<file path="src/rtl/ram_rr_arb.sv">
// Round-robin Wishbone-classic arbiter: N masters share one memory slave bus, with
// per-transaction timeout (error return) and master-abort handling.
module ram_rr_arb #(
    parameter int unsigned N       = 4,
    parameter int unsigned AW      = 32,
    parameter int unsigned TIMEOUT = 256
) (
    input  logic            wb_clk,
    input  logic            wb_rst_n,
    input  logic [N-1:0]    m_cyc,
    input  logic [N-1:0]    m_we,
    input  logic [4*N-1:0]  m_sel,
    input  logic [AW*N-1:0] m_adr,
    input  logic [32*N-1:0] m_dat,
    output logic [N-1:0]    m_ack,
    output logic [N-1:0]    m_err,
    output logic [32*N-1:0] m_rdt,
    output logic            x_cyc,
    output logic            x_we,
    output logic [3:0]      x_sel,
    output logic [AW-1:0]   x_adr,
    output logic [31:0]     x_dat,
    input  logic            x_ack,
    input  logic [31:0]     x_rdt,
    output logic [N-1:0]    grant
);
    localparam int unsigned LW = (N > 1) ? $clog2(N) : 1;
    localparam int unsigned TW = (TIMEOUT > 1) ? $clog2(TIMEOUT) : 1;
    localparam logic [TW-1:0] TLAST = TW'(TIMEOUT - 1);

    typedef enum logic [1:0] {StIdle, StBusy, StRelease} state_e;

    state_e        state_q, state_d;
    logic [LW-1:0] gidx_q, gidx_d;
    logic [LW-1:0] last_q, last_d;
    logic [TW-1:0] timer_q, timer_d;

    logic          busy;
    logic          req_found;
    logic [LW-1:0] pick;
    logic          timer_end;
    logic          done;
    int unsigned   j;
    int unsigned   g;

    // First requester searching upward from last+1, so the last served master ranks lowest.
    always_comb begin
        req_found = 1'b0;
        pick      = '0;
        j         = 0;
        for (int unsigned i = 0; i < N; i++) begin
            j = (32'(last_q) + 32'd1 + i) % N;
            if (!req_found && m_cyc[j]) begin
                req_found = 1'b1;
                pick      = LW'(j);
            end
        end
    end

    assign busy      = (state_q == StBusy);
    assign g         = 32'(gidx_q);
    assign timer_end = (timer_q == TLAST);
    assign done      = x_ack || !m_cyc[gidx_q] || timer_end;

    always_comb begin
        state_d = state_q;
        gidx_d  = gidx_q;
        last_d  = last_q;
        timer_d = timer_q;
        unique case (state_q)
            StIdle: begin
                if (req_found) begin
                    state_d = StBusy;
                    gidx_d  = pick;
                    timer_d = '0;
                end
            end
            StBusy: begin
                if (done) begin
                    state_d = StRelease;
                    last_d  = gidx_q;
                end else begin
                    timer_d = timer_q + 1'b1;
                end
            end
            StRelease: state_d = StIdle;
            default:   state_d = StIdle;
        endcase
    end

    always_ff @(posedge wb_clk or negedge wb_rst_n) begin
        if (!wb_rst_n) begin
            state_q <= StIdle;
            gidx_q  <= '0;
            last_q  <= LW'(N - 1);
            timer_q <= '0;
        end else begin
            state_q <= state_d;
            gidx_q  <= gidx_d;
            last_q  <= last_d;
            timer_q <= timer_d;
        end
    end

    // Outside BUSY every output is forced low so no master bus leaks onto the slave.
    always_comb begin
        x_cyc = 1'b0;
        x_we  = 1'b0;
        x_sel = '0;
        x_adr = '0;
        x_dat = '0;
        grant = '0;
        m_ack = '0;
        m_err = '0;
        m_rdt = '0;
        if (busy) begin
            x_cyc           = m_cyc[gidx_q];
            x_we            = m_we[gidx_q];
            x_sel           = m_sel[4*g +: 4];
            x_adr           = m_adr[AW*g +: AW];
            x_dat           = m_dat[32*g +: 32];
            grant[gidx_q]   = 1'b1;
            m_ack[gidx_q]   = x_ack;
            m_err[gidx_q]   = timer_end && !x_ack;
            if (x_ack) begin
                m_rdt[32*g +: 32] = x_rdt;
            end
        end
    end

endmodule

</file>
<file path="config.mk">
export PLATFORM = sky130hd
export DESIGN_NAME = ram_rr_arb
export DESIGN_NICKNAME = d
export VERILOG_FILES = /design/src/rtl/ram_rr_arb.sv
export SDC_FILE = /design/constraint.sdc
export NUM_CORES = 1
export LEC_CHECK = 0
export ABC_AREA = 1
export BUFFER_PORTS_ARGS = -buffer_cell sky130_fd_sc_hd__buf_4
export CAP_MARGIN = 30
export CORE_AREA = 2 2 206 208
export CTS_CLUSTER_SIZE = 28
export DETAILED_ROUTE_END_ITERATION = 7
export DIE_AREA = 0 0 208 210
export MAX_ROUTING_LAYER = met4
export PLACE_DENSITY = 0.4
export SLEW_MARGIN = 20
export SYNTH_ARGS = -nofsm -noshare
export SYNTH_HDL_FRONTEND = slang
export SYNTH_SLANG_ARGS = --single-unit
</file>
<file path="constraint.sdc">
create_clock -name wb_clk -period 5.2 [get_ports wb_clk]
set_input_delay 0.26 -clock wb_clk [delete_from_list [all_inputs] [get_ports wb_clk]]
set_output_delay 0.26 -clock wb_clk [all_outputs]
set_load 0.02 [all_outputs]
</file>
==> summary.md <==
| Metric | Value |
|---|---|
| CTS Buf Count | `3` |
| Max_slew headroom | `45.8%` |
| DR vias/cell | `4.07` |
| FMAX | `304 MHz` |
| CTS resizes | `0` |
| Final worst slack | `1910 ps` |
| # nets final | `1687` |
| VDD IR max | `0.235 mV` |
| Via count | `7778` |
| Nature of the critical path endpoint | `output port` |
| Clk pin slew, worst setup/hold paths | `50 ps` |
| Core area | `41500 um^2` |
| PortBufs | `524` |
| Yosys reg bits | `14` |
| Clock root buffer | `clkbuf_16` |
| Wire per inst | `17.4 um` |
| Initial DRC count | `450` |
| Setup crit start kind | `register` |
| # setup viols final | `0` |
| Global route overflow | `0` |
| Worst-path fanout max | `56` |
| Drt pass-1 iters | `4` |
| Worst stage delay on the critical path | `770 ps` |
| Critical Path Most Common Cell | `buf_4` |
| Pin count of the biggest net entering global routing | `105` |
| RR Endpoint | `timer_q[3]$_DFFE_PN0P_` |
| Skew-Pair Late Insertion Delay | `240 ps` |
| Final setup TNS | `0 ps` |
| WS Path Type | `register to output port` |
| Slew Viols, Final | `0` |
| Pre-CTS WS | `2000 ps` |
| Worst r2r src | `gidx_q[0]$_DFFE_PN0P_` |
| CP Cell Sequence | `buf_4 -> buf_4 -> nor2_1 -> nor2_1 -> o21ai_0 -> a21oi_1 -> buf_4` |
| Crit path time final | `3290 ps` |
| Gr usage total | `14.5%` |
| Clock sink count | `14` |
| Req. time, crit path | `4940 ps` |
| Worst path slowest cell | `dfrtp_4` |
| Residual DRC | `0` |
| Synth cell types | `29` |
| Routability Congestion | `0.908` |
| Worst-Margin Slew | `813 ps` |
| CTS tree | `built` |
| Yosys warns | `0` |
| Clock Path Buffers | `2` |
| DIE AREA | `43700 um^2` |
| Cell area after synthesis | `4370 um^2` |
| Gate count of the mapped netlist | `904` |
| Die Width | `208 um` |
| Final worst path period share | `63.2%` |
| Number of global-route vias before repair | `7687` |
| Layout Area Growth over Synthesis | `104%` |
| Reg-to-reg slack, setup | `2290 ps` |
| Fin. Hold Viols | `0` |
| DIE HEIGHT | `210 um` |
| H-tree lvl count | `1` |
| Initial core utilization | `10.5%` |
| RSZ-0062 raised after global routing | `false` |
| Post-place instance area | `8790 um^2` |
| Min-delay worst type | `input port to asynchronous set/reset pin` |
| Initial antenna violation count | `8` |
| Syn avg cell area | `4.83 um^2` |
| Syn Nets | `1225` |
| First-pass GRT wire length | `47600 um` |
| R2r worst-path depth | `12` |
| DP HPWL | `27200 um` |
| Outcome | `completed` |
| Clock skew | `4.71 ps` |
| Post-DRT Antenna Nets | `0` |
| Max_cap viols | `0` |
| Final hold slack | `435 ps` |
| Final non-filler cell area | `8920 um^2` |
| Pwr Density | `420 nW/um^2` |
| IO Count | `525` |
| # rows | `75` |
| Crit path DAT | `3030 ps` |
| Sequential fraction of the synthesis area | `8.08%` |
| Layout cell share with drive strength beyond 1 | `41.6%` |
| LEAKAGE | `4.37 nW` |
| WL final | `33300 um` |
==> worst max path at each step <==
| stage | from | endpoint | slack (ps) | depth (start not counted) |
|---|---|---|---|---|
| floorplan | gidx_q[0]$_DFFE_PN0P_ | m_rdt[66] | 2430 | 11 |
| global placement | gidx_q[1]$_DFFE_PN0P_ | m_rdt[73] | 1900 | 7 |
| detailed placement | gidx_q[0]$_DFFE_PN0P_ | m_rdt[2] | 2000 | 6 |
| CTS | gidx_q[0]$_DFFE_PN0P_ | x_adr[28] | 1730 | 7 |
| global route | gidx_q[0]$_DFFE_PN0P_ | x_adr[28] | 1650 | 7 |
| finish | gidx_q[0]$_DFFE_PN0P_ | x_adr[28] | 1910 | 7 |
==> cell families after synthesis <==
| logic type | count (synthesis) | synth area share (%) |
|---|---|---|
| AOI/OAI and AO/OA | 218 | 25.5 |
| xor gates and xnor gates | 2 | 0.401 |
| adders and majority gates | 6 | 1.72 |
| buffers and inverters | 139 | 13.2 |
| DFF | 14 | 8.08 |
| and+or+nand+nor | 525 | 51.1 |
==> area by class of cell <==
| class | instances | area, um^2 |
|---|---|---|
| well taps | 539 | 674 |
| inverters | 58 | 224 |
| multi-input cells | 751 | 3450 |
| fillers | 4842 | 32600 |
| repair buffers | 538 | 4120 |
| diodes | 8 | 20.0 |
| flip-flops and latches | 14 | 360 |
| clock buffers | 4 | 78.8 |
==> critical path: cells and delay by family, from the launching register on <==
kind | cells | cell delay [ps]
AOI/OAI and AO/OA | 2 | 340
buffers and inverters | 3 | 1320
DFF | 1 | 770
and+or+nand+nor | 2 | 330
==> flip-flops by register name, summed over array words and instances (netlist names) <==
signal   cells
gidx_q       2
last_q       2
state_q      2
timer_q      8
==> power by group <==
part           switching (mW)  internal [mW]
logic                    2.20           1.12
registers               0.127          0.148
clock network          0.0462          0.104
==> cells in the mapped netlist (all sizes together) <==
master	count	area [um^2]
a21boi	1	7.51
a21oi	69	345
buf	32	169
clkbuf	49	184
dfrtp	12	300
dfstp	2	52.6
ha	6	75.1
inv	58	223
nand2	69	279
nand3	19	100
nand4	2	12.5
nor2	299	1140
nor3	136	696
o21ai	145	729
o21bai	3	33.8
xnor2	1	8.76
xor2	1	8.76
==> repair_timing <==
| item | CTS | global route |
|---|---|---|
| hold endpoints to repair | 12 | 0 |
| setup buffers | 0 | 0 |
| hold buffers | 1 | 0 |
==> metal layers <==
layer / vias up / global-route usage (%) / part of all wire [%]
li1: 3902 / - / -
met1: 3446 / 17.1 / 41
met2: 406 / 25.2 / 50
met3: 24 / 2.25 / 6.8
met4: 0 / 4.45 / 1.9
met5: - / - / 0
==> stage by stage <==
stage | power (mW) | utilization, % | cells
6_report | 3.74 | 21.5 | 1912
5_1_grt | 4.11 | 21.5 | 1912
4_1_cts | 3.79 | 21.4 | 1903
3_5_place_dp | 3.63 | 21.2 | 1898
3_3_place_gp | 3.60 | 21.0 | 1894
2_1_floorplan | 2.29 | - | 904
==> cell usage in the layout (no fill, tap or decap) <==
cell type,Yosys,routed
dlygate4sd3_1,0,1
nand2_4,1,2
nand2_2,5,5
nand4_1,2,2
xnor2_1,1,1
buf_4,2,532
nand3_2,1,1
nor2_4,3,3
o21bai_2,3,3
buf_8,0,2
nor3_1,133,133
xor2_1,1,1
buf_16,0,3
nor3_2,3,3
nand2_1,63,62
a21oi_1,69,69
clkbuf_1,49,1
ha_1,6,6
a21boi_0,1,1
nor2_1,296,296
inv_2,4,3
clkinv_2,0,1
dfstp_2,2,2
clkbuf_16,0,3
inv_1,52,52
dfrtp_1,12,10
o21ai_1,1,1
dfrtp_4,0,2
o21ai_2,1,1
o21ai_0,143,143
nand3_1,18,18
diode_2,0,8
inv_4,2,2
Note: power is estimated with default switching activity, not from simulation.
